`src/rtl/alpharetz_spi_pkg.sv`:
```
`default_nettype none
// ============================================================================
// alpharetz_spi_pkg: shared SPI constants and transfer FSM state encoding
// Rev 1.0
// ============================================================================
package alpharetz_spi_pkg;

  localparam int CLOCK_RATIO        = 4;
  localparam int DEFAULT_DATA_WIDTH = 8;

  typedef enum logic [2:0] {
    ST_IDLE  = 3'd0,
    ST_SETUP = 3'd1,
    ST_XFER  = 3'd2,
    ST_HOLD  = 3'd3,
    ST_DONE  = 3'd4
  } xfer_state_t;

endpackage
`default_nettype wire

```
`src/rtl/spi_xfer_ctrl_if.sv`:
```
`default_nettype none
// ============================================================================
// spi_xfer_ctrl_if: request/response handshake plus SPI pins of one transfer
// Rev 1.0
// ============================================================================
interface spi_xfer_ctrl_if #(
  parameter int DATA_WIDTH = alpharetz_spi_pkg::DEFAULT_DATA_WIDTH
);

  logic                  start;
  logic                  cpol;
  logic                  cpha;
  logic [DATA_WIDTH-1:0] tx_data;
  logic                  busy;
  logic                  done;
  logic [DATA_WIDTH-1:0] rx_data;
  logic                  sclk;
  logic                  mosi;
  logic                  miso;
  logic                  cs_n;

  modport master (
    output start, cpol, cpha, tx_data, miso,
    input  busy, done, rx_data, sclk, mosi, cs_n
  );

  modport slave (
    input  start, cpol, cpha, tx_data, miso,
    output busy, done, rx_data, sclk, mosi, cs_n
  );

endinterface
`default_nettype wire

```
`src/rtl/spi_half_tick.sv`:
```
`default_nettype none
// ============================================================================
// spi_half_tick: half-SCLK-period timer, counts 0..HALF-1 and ticks on the last
// Rev 1.0
// ============================================================================
module spi_half_tick #(
  parameter int HALF = 2
) (
  input  logic clk_in,
  input  logic async_rst,
  input  logic i_clear,
  output logic o_tick
);

  localparam int               CNT_W  = (HALF > 1) ? $clog2(HALF) : 1;
  localparam logic [CNT_W-1:0] C_LAST = CNT_W'(HALF - 1);

  logic [CNT_W-1:0] r_count;

  always_ff @(posedge clk_in or posedge async_rst) begin
    if (async_rst) begin
      r_count <= '0;
    end else if (i_clear || o_tick) begin
      r_count <= '0;
    end else begin
      r_count <= r_count + CNT_W'(1);
    end
  end

  assign o_tick = (r_count == C_LAST);

endmodule
`default_nettype wire

```
`src/rtl/spi_xfer_ctrl.sv`:
```
`default_nettype none
// ============================================================================
// spi_xfer_ctrl: single-word SPI master (modes 0-3), MSB first, one done pulse
// Rev 1.0
// ============================================================================
module spi_xfer_ctrl #(
  parameter int DATA_WIDTH  = alpharetz_spi_pkg::DEFAULT_DATA_WIDTH,
  parameter int CLOCK_RATIO = alpharetz_spi_pkg::CLOCK_RATIO
) (
  input  logic            clk_in,
  input  logic            async_rst,
  spi_xfer_ctrl_if.slave  bus
);

  import alpharetz_spi_pkg::*;

  localparam int                HALF        = CLOCK_RATIO / 2;
  localparam int                EDGES       = 2 * DATA_WIDTH;
  localparam int                EDGE_W      = $clog2(EDGES + 1);
  localparam logic [EDGE_W-1:0] C_LAST_PREV = EDGE_W'(EDGES - 1);

  xfer_state_t           r_state;
  xfer_state_t           w_next;
  logic                  w_tick;
  logic                  w_clear;
  logic                  r_cpol;
  logic                  r_cpha;
  logic [DATA_WIDTH-1:0] r_tx;
  logic [DATA_WIDTH-1:0] r_rx;
  logic [DATA_WIDTH-1:0] r_rx_data;
  logic [EDGE_W-1:0]     r_edge_cnt;
  logic                  r_sclk;
  logic                  r_mosi;
  logic                  r_cs_n;
  logic                  w_edge;
  logic                  w_leading;
  logic                  w_last_edge;
  logic                  w_shift;
  logic                  w_sample;

  // Timer restarts on every state change so each phase starts a full half period.
  assign w_clear = (r_state == ST_IDLE) || (w_next != r_state);

  spi_half_tick #(
    .HALF (HALF)
  ) u_half_tick (
    .clk_in    (clk_in),
    .async_rst (async_rst),
    .i_clear   (w_clear),
    .o_tick    (w_tick)
  );

  // Edge about to happen is number r_edge_cnt+1; odd numbers are leading edges.
  assign w_edge      = (r_state == ST_XFER) && w_tick;
  assign w_leading   = ~r_edge_cnt[0];
  assign w_last_edge = (r_edge_cnt == C_LAST_PREV);
  assign w_sample    = w_edge && (r_cpha ? ~w_leading : w_leading);
  assign w_shift     = w_edge && (r_cpha ? w_leading : (~w_leading && !w_last_edge));

  always_ff @(posedge clk_in or posedge async_rst) begin
    if (async_rst) begin
      r_state <= ST_IDLE;
    end else begin
      r_state <= w_next;
    end
  end

  always_comb begin
    w_next = r_state;
    case (r_state)
      ST_IDLE:  if (bus.start)                w_next = ST_SETUP;
      ST_SETUP: if (w_tick)                   w_next = ST_XFER;
      ST_XFER:  if (w_edge && w_last_edge)    w_next = ST_HOLD;
      ST_HOLD:  if (w_tick)                   w_next = ST_DONE;
      ST_DONE:                                w_next = ST_IDLE;
      default:                                w_next = ST_IDLE;
    endcase
  end

  always_ff @(posedge clk_in or posedge async_rst) begin
    if (async_rst) begin
      r_cpol     <= 1'b0;
      r_cpha     <= 1'b0;
      r_tx       <= '0;
      r_rx       <= '0;
      r_rx_data  <= '0;
      r_edge_cnt <= '0;
      r_sclk     <= 1'b0;
      r_mosi     <= 1'b0;
      r_cs_n     <= 1'b1;
    end else begin
      case (r_state)
        ST_IDLE: begin
          r_sclk     <= bus.cpol;
          r_edge_cnt <= '0;
          if (bus.start) begin
            r_cpol <= bus.cpol;
            r_cpha <= bus.cpha;
            r_cs_n <= 1'b0;
            r_rx   <= '0;
            // Mode cpha=0 presents the MSB now; cpha=1 waits for the first leading edge.
            if (bus.cpha) begin
              r_tx <= bus.tx_data;
            end else begin
              r_tx   <= bus.tx_data << 1;
              r_mosi <= bus.tx_data[DATA_WIDTH-1];
            end
          end
        end
        ST_XFER: begin
          if (w_edge) begin
            r_sclk     <= ~r_sclk;
            r_edge_cnt <= r_edge_cnt + EDGE_W'(1);
          end
          if (w_shift) begin
            r_mosi <= r_tx[DATA_WIDTH-1];
            r_tx   <= r_tx << 1;
          end
          if (w_sample) begin
            r_rx <= {r_rx[DATA_WIDTH-2:0], bus.miso};
          end
        end
        ST_HOLD: begin
          r_sclk <= r_cpol;
          if (w_tick) begin
            r_cs_n    <= 1'b1;
            r_rx_data <= r_rx;
          end
        end
        default: begin
        end
      endcase
    end
  end

  always_comb begin
    bus.busy    = (r_state != ST_IDLE);
    bus.done    = (r_state == ST_DONE);
    bus.rx_data = r_rx_data;
    bus.sclk    = r_sclk;
    bus.mosi    = r_mosi;
    bus.cs_n    = r_cs_n;
  end

endmodule
`default_nettype wire

```
`src/flat_wrapper.sv`:
```
// flat-port wrapper written by rule: the top's interface ports become plain ports
module spi_xfer_ctrl_flat import alpharetz_spi_pkg::*;
#(
  parameter int DATA_WIDTH  = alpharetz_spi_pkg::DEFAULT_DATA_WIDTH,
  parameter int CLOCK_RATIO = alpharetz_spi_pkg::CLOCK_RATIO
)
  (clk_in, async_rst, bus_start, bus_cpol, bus_cpha, bus_tx_data, bus_miso, bus_busy, bus_done, bus_rx_data, bus_sclk, bus_mosi, bus_cs_n);
  spi_xfer_ctrl_if #(.DATA_WIDTH(DATA_WIDTH)) bus_i ();
  input  logic clk_in;
  input  logic async_rst;
  input wire logic [$bits(bus_i.start)-1:0] bus_start;
  input wire logic [$bits(bus_i.cpol)-1:0] bus_cpol;
  input wire logic [$bits(bus_i.cpha)-1:0] bus_cpha;
  input wire logic [$bits(bus_i.tx_data)-1:0] bus_tx_data;
  input wire logic [$bits(bus_i.miso)-1:0] bus_miso;
  output wire logic [$bits(bus_i.busy)-1:0] bus_busy;
  output wire logic [$bits(bus_i.done)-1:0] bus_done;
  output wire logic [$bits(bus_i.rx_data)-1:0] bus_rx_data;
  output wire logic [$bits(bus_i.sclk)-1:0] bus_sclk;
  output wire logic [$bits(bus_i.mosi)-1:0] bus_mosi;
  output wire logic [$bits(bus_i.cs_n)-1:0] bus_cs_n;
  assign bus_i.start = bus_start;
  assign bus_i.cpol = bus_cpol;
  assign bus_i.cpha = bus_cpha;
  assign bus_i.tx_data = bus_tx_data;
  assign bus_i.miso = bus_miso;
  assign bus_busy = bus_i.busy;
  assign bus_done = bus_i.done;
  assign bus_rx_data = bus_i.rx_data;
  assign bus_sclk = bus_i.sclk;
  assign bus_mosi = bus_i.mosi;
  assign bus_cs_n = bus_i.cs_n;
  spi_xfer_ctrl #(.DATA_WIDTH(DATA_WIDTH), .CLOCK_RATIO(CLOCK_RATIO)) u_core (.clk_in(clk_in), .async_rst(async_rst), .bus(bus_i));
endmodule
```
`config.mk`:
```
export PLATFORM = sky130hd
export DESIGN_NAME = spi_xfer_ctrl_flat
export DESIGN_NICKNAME = d
export VERILOG_FILES = /design/src/rtl/alpharetz_spi_pkg.sv /design/src/rtl/spi_xfer_ctrl_if.sv /design/src/rtl/spi_half_tick.sv /design/src/rtl/spi_xfer_ctrl.sv /design/src/flat_wrapper.sv
export SDC_FILE = /design/constraint.sdc
export NUM_CORES = 1
export LEC_CHECK = 0
export CAP_MARGIN = 20
export CORE_ASPECT_RATIO = 0.6
export CORE_MARGIN = 4
export CORE_UTILIZATION = 44
export CTS_CLUSTER_DIAMETER = 40
export DETAILED_ROUTE_END_ITERATION = 8
export HOLD_SLACK_MARGIN = 0.1
export PLACE_DENSITY_LB_ADDON = 0.05
export SETUP_SLACK_MARGIN = 0.4
export SYNTH_ARGS = -nofsm -noshare
export SYNTH_HDL_FRONTEND = slang
export SYNTH_HIERARCHICAL = 1
export SYNTH_SLANG_ARGS = --single-unit
export TNS_END_PERCENT = 30
```
`constraint.sdc`:
```
create_clock -name clk_in -period 5.99 [get_ports clk_in]
set_input_delay 1.198 -clock clk_in [delete_from_list [all_inputs] [get_ports clk_in]]
set_output_delay 1.198 -clock clk_in [all_outputs]
set_load 0.02 [all_outputs]
```
==> results of run 1 <==
-- through the flow --
step	worst slack (ps)	cell area, µm²	total power (µW)	instances
after floorplan	3718	1887	707.7	158
after global placement	3223	2176	778.2	238
after detailed placement	3220	2176	792.8	238
after CTS	2881	2313	1059	246
after global routing	2781	2313	1117	246
final	2896	2313	1047	246
-- power breakdown --
part | total [µW] | internal (µW) | switching [µW]
registers | 406 | 329 | 77.7
clock network | 261 | 167 | 94.0
logic | 380 | 197 | 183
total | 1050 | 692 | 355
-- flip-flops by register name, indices dropped and copies added, names as in the netlist, 3 cells and up --
name / flops
u_core/bus.rx_data: 8
u_core/r_state: 3
u_core/r_rx: 8
u_core/r_edge_cnt: 5
u_core/r_tx: 8
-- final cells by class --
type                            count  share of cell area (%)
Multi-Input combinational cell    105                   36.61
Tap cell                           60                   3.245
Timing Repair Buffer               28                   11.90
Clock inverter                      3                   2.975
Inverter                            7                   1.136
Sequential cell                    38                   41.16
Clock buffer                        5                   2.975
-- how the worst min path moves through the flow --
stage	start	to	slack, ps
6_report	u_core/r_rx[7]$_DFFE_PP0P_	u_core/r_rx[7]$_DFFE_PP0P_	510
5_1_grt	u_core/r_tx[3]$_DFFE_PP0P_	u_core/r_tx[3]$_DFFE_PP0P_	530
4_1_cts	u_core/r_tx[0]$_DFFE_PP0P_	u_core/r_tx[0]$_DFFE_PP0P_	510
3_5_place_dp	u_core/r_tx[0]$_DFFE_PP0P_	u_core/r_tx[0]$_DFFE_PP0P_	490
3_3_place_gp	u_core/r_tx[0]$_DFFE_PP0P_	u_core/r_tx[0]$_DFFE_PP0P_	480
2_1_floorplan	u_core/u_half_tick/o_tick$_DFF_PP0_	u_core/u_half_tick/o_tick$_DFF_PP0_	400
-- layer usage --
| metal | routed length (µm) | vias up | track usage, % |
|---|---|---|---|
| met5 | 0 | - | 0 |
| met4 | 41 | 0 | 6.131 |
| met3 | 220 | 6 | 4.853 |
| met2 | 1597 | 32 | 21.44 |
| met1 | 1824 | 619 | 21.03 |
| li1 | - | 618 | - |
-- placed cells by master (no fill, tap or decap), types with 2 or more instances in the layout --
cell and count:
dfrtp_1 37, clkdlybuf4s50_1 26, o21ai_0 14, nand2_1 13, mux2_2 11, mux2_4 8
a22o_1 8, mux2i_1 7, inv_1 7, nand3_1 7, clkbuf_8 5, nor2_1 5
a21oi_1 4, nor2b_1 3, bufinv_16 2, xor2_1 2, o31ai_1 2, ha_1 2
buf_4 2
-- worst max-delay path: stages, from the launching register on --
cell and delay (ps):
dfrtp_1 530, nor3_4 370, inv_1 150, clkdlybuf4s50_1 560
-- cell families (layout without fill, tap and decap cells) --
group / count (synthesis) / count (layout) / share of synthesized area [%]
flip-flops: 38 / 38 / 50.46
XOR/XNOR: 3 / 3 / 1.393
AND/OR/NAND/NOR: 38 / 38 / 11.87
adder cells (fa/ha/maj): 2 / 2 / 1.326
multiplexers: 26 / 26 / 16.65
buffers and inverters: 15 / 43 / 4.642
AO/OA/AOI/OAI: 36 / 36 / 13.66
==> results.toml, run 1 <==
[route]
wire_per_inst_um = 14.97
drc = 0
wirelength_um = 3683
drt_iter0_markers = 48
drt-pass1-iter-count = 4
viasPerCell = 5.183
num_vias = 1275
antenna_left = 0

[floorplan]
die_h_um = 58.73
coreArea_um2 = 4121
dieArea_um2 = 5434
num_io_pins = 27
start_util_pct = 45.78
rows = 18
dieWidth_um = 92.54

[worst_setup_path]
worstSetupPathType = "reg2out"
crit_start = "u_core/r_state[0]$_DFF_PP0_"
cp-endpoint = "bus_busy"
critical_path_arrival_ps = 1900
ff2ff_setup_slack_ps = 3810
critPathCaptureType = "output pin"
reg2reg_from = "u_core/r_edge_cnt[0]$_DFFE_PP0P_"
worst_ep_required_time_ps = 4790
worstRegToRegCells = 7
r2r_end = "u_core/r_tx[7]$_DFFE_PP0P_"
path_max_fanout = 12
start_kind = "flop"

[place]
place_hpwl_um = 2595
gp_congestion = 0.7308
io_buffers = 26

[timing]
period_share_pct = 51.65
hold_viol = 0
grt_setup_unrepaired = "no"
worstMarginPinSlew_ps = 943.0
slew_violations = 0
finalClockSkew_ps = 4.537
slew_headroom_pct = 37.00
setup_tns_ps = 0
holdWs_ps = 505.4
finalSetupViolations = 0
fmax_mhz = 323.3
post-route-min-period_ps = 3094

[layout]
area_growth_pct = 22.61
post-route-util_pct = 56.13
drive_gt1_share_pct = 20.43
nets = 201
num_antenna_cells = 0
multi_input_area_um2 = 847.1
seqCellArea_um2 = 952.2
num-fill-cells = 359

[run_status]
status = "finished, final reports clean"

[grt]
globalRouteOverflowTotal = 0
groute.usage.overall_pct = 14.97
grt_pass1_vias = 1280
grt_first_pass_wirelength_um = 6279
grt_start_max_net_pins = 38
antenna_found_initial = 0

[logic_synthesis]
synth_edf_count = 0
synthesis.nets = 174
synth.distinct_cells = 39
ys_seq_area_share_pct = 50.46
ys.flop_type = "dfrtp_1"
netlist_top_cells_count = "dfrtp_1 (37), o21ai_0 (14), nand2_1 (13)"
postSynthAreaPerCell_um2 = 11.94
synth.top_cell.area_share_pct = 49.07
async_flop_share_pct = 100.0
synth-seq-cells = 38
syn_inst = 158
yosys-top-cells-area = "dfrtp_1 (49%), mux2_2 (6.6%), mux2_4 (6.4%)"
yosys_warnings = 6
synth_top_cell_by_area = "dfrtp_1"
yosysMostFrequentCell = "dfrtp_1"
netlist_area_um2 = 1887

[hold_path]
holdCritPathClass = "reg2reg"
hold_depth = 1

[clock_tree]
hold_buffers = 0
clkTransAtPathRegs_ps = 80
postCtsResizedCells = 0
root_buffer = "clkbuf_8"
insertion_delay_ps = 290
cts_made_buffers = 5
cts.htree.levels = 2
cts.sink_count = 38
cts_buffer_depth = 2
post-cts-setup-buffers = 0
cts_tree = "done"

[power]
cellPowerDensity_nw_per_um2 = 452.7
peakVddDrop_v = 0.0001816
p_leak_uw = 0.001029

[run]
max_cap_viol_count = 0
Note: power is estimated with default switching activity, not from simulation.
==> run 2: changes to the inputs <==
==> constraint.sdc (replaced) <==
create_clock -name clk_in -period 2.5 [get_ports clk_in]
set_input_delay 0.5 -clock clk_in [delete_from_list [all_inputs] [get_ports clk_in]]
set_output_delay 0.5 -clock clk_in [all_outputs]
set_load 0.02 [all_outputs]
==> run 2 against run 1 <==
Critical path depth up 4; largest power group unchanged; die area unchanged; hold slack worse by 130 ps; clock-buffer cell count unchanged; clock skew up 4.5 ps; sequential share of layout area down 0.23 points; clock power up 99%; sequential power up 140%; largest cell class unchanged; final cell count up 2.0%.
==> results.toml, run 2 (synthesis results as in run 1) <==
[place]
placedCellCount = 241
io_buffers = 26
place_hpwl_um = 2780
gp_congestion = 0.8167

[grt]
grt_start_max_net_pins = 21
globalRouteOverflowTotal = 0
grt_first_pass_wirelength_um = 6430
groute.usage.overall_pct = 15.53
grt_pass1_vias = 1290
antenna_found_initial = 0

[timing]
grt_setup_unrepaired = "no"
slew_headroom_pct = 60.98
finalSetupViolations = 0
period_share_pct = 79.80
hold_viol = 0
post-route-min-period_ps = 1995
setup_tns_ps = 0
slew_violations = 0
fmax_mhz = 501.3
worstMarginPinSlew_ps = 583.5
finalClockSkew_ps = 9.061
holdWs_ps = 377.6

[layout]
drive_gt1_share_pct = 25.13
num-fill-cells = 355
nets = 206
num_antenna_cells = 0
area_growth_pct = 23.94
final_cell_mix = "dfrtp_1 (33), clkdlybuf4s50_1 (24), o21ai_0 (14)"
fin_cells = 251
final_common_cell = "dfrtp_1"

[floorplan]
coreArea_um2 = 4121
start_util_pct = 45.78
dieWidth_um = 92.54
die_h_um = 58.73
dieArea_um2 = 5434
rows = 18
num_io_pins = 27

[power]
peakVddDrop_v = 0.0005905
p_leak_uw = 0.001052
cellPowerDensity_nw_per_um2 = 1055

[route]
antenna_left = 0
wirelength_um = 3903
wire_per_inst_um = 15.55
drc = 0
drt_iter0_markers = 74
viasPerCell = 5.171
num_vias = 1298
drt-pass1-iter-count = 4

[worst_setup_path]
cp_common_cell = "ha_1"
critPathSlowestCell = "dfrtp_2"
critical_path_arrival_ps = 2170
worstPathCellList = "ha_1 -> and3_1 -> ha_1 -> nor3b_2 -> o21bai_4 -> nand2_8 -> mux2_4"
worst_ep_required_time_ps = 2680
ff2ff_setup_slack_ps = 510
r2r_end = "u_core/r_tx[5]$_DFFE_PP0P_"
cpPeakStageDelay_ps = 440
reg2reg_from = "u_core/r_edge_cnt[0]$_DFFE_PP0P_"
path_delay_family = "simple AND/OR/NAND/NOR gates"
critPathCaptureType = "flop"
worstSetupPathType = "reg2reg"
worstRegToRegCells = 7
start_kind = "flop"
path_max_fanout = 7
cp.buffers_inverters = 0

[clock_tree]
insertion_delay_ps = 290
hold_buffers = 0
root_buffer = "clkbuf_8"
cts.sink_count = 38
cts_tree = "done"
cts_buffer_depth = 2
clkTransAtPathRegs_ps = 70
cts_made_buffers = 5
cts.htree.levels = 2

[run_status]
status = "finished, final reports clean"

[hold_path]
holdCritPathClass = "in2async"

[run]
max_cap_viol_count = 0
==> run 2: area by class of cell <==
class	count	area [µm²]	share of cell area, %
Sequential cell	38	957.2	40.93
Multi-Input combinational cell	105	852.1	36.44
Timing Repair Buffer	33	314.1	13.43
Tap cell	60	75.07	3.210
Clock buffer	5	68.82	2.943
Clock inverter	3	45.04	1.926
Inverter	7	26.28	1.124
==> run 2: worst register-to-register path: stages (launching register included) <==
cell and delay, ps:
dfrtp_2 440, ha_1 220, and3_1 180, ha_1 220, nor3b_2 240, o21bai_4 140
nand2_8 130, mux2_4 320
==> run 2: worst max path at each step <==
stage | start | end | slack [ps] | depth (start not counted)
global route | u_core/r_edge_cnt[0]$_DFFE_PP0P_ | u_core/r_tx[5]$_DFFE_PP0P_ | 400 | 7
global placement | u_core/r_edge_cnt[0]$_DFFE_PP0P_ | u_core/r_tx[5]$_DFFE_PP0P_ | 400 | 7
finish | u_core/r_edge_cnt[0]$_DFFE_PP0P_ | u_core/r_tx[5]$_DFFE_PP0P_ | 510 | 7
floorplan | u_core/r_edge_cnt[0]$_DFFE_PP0P_ | u_core/r_tx[1]$_DFFE_PP0P_ | 490 | 7
detailed placement | u_core/r_edge_cnt[0]$_DFFE_PP0P_ | u_core/r_tx[5]$_DFFE_PP0P_ | 330 | 7
CTS | u_core/r_state[2]$_DFF_PP0_ | bus_done | 290 | 3
==> run 2: power breakdown <==
part	leakage, µW	internal, µW	switching (µW)
combinational	0.000512	494	462
clock	0.0000504	297	224
sequential	0.000489	793	197
total	0.00105	1580	883
==> run 2: per-layer routing <==
metal	share of wire [%]	vias to the layer above	global-route usage, %
met2	45	38	23.09
li1	-	623	-
met3	6.9	4	4.725
met4	0.69	0	6.342
met5	0	-	0
met1	48	633	21.33
==> run 2: through the flow <==
stage          util [%]  power (µW)  worst slack [ps]  instance area, µm²
2_1_floorplan         -        1696             490.8                1887
3_3_place_gp      53.34        1890             395.7                2198
3_5_place_dp      53.34        1944             334.7                2198
4_1_cts           56.28        2482             293.4                2320
5_1_grt           56.74        2615             404.8                2338
6_report          56.74        2467             505.1                2338
==> run 2: repair_timing <==
| item | CTS | global route |
|---|---|---|
| pin swaps | 0 | 1 |
| resized for setup | 5 | 2 |
| endpoints found under the hold margin | 0 | 0 |
| endpoints found under the setup margin | 10 | 9 |
| setup buffers | 0 | 2 |
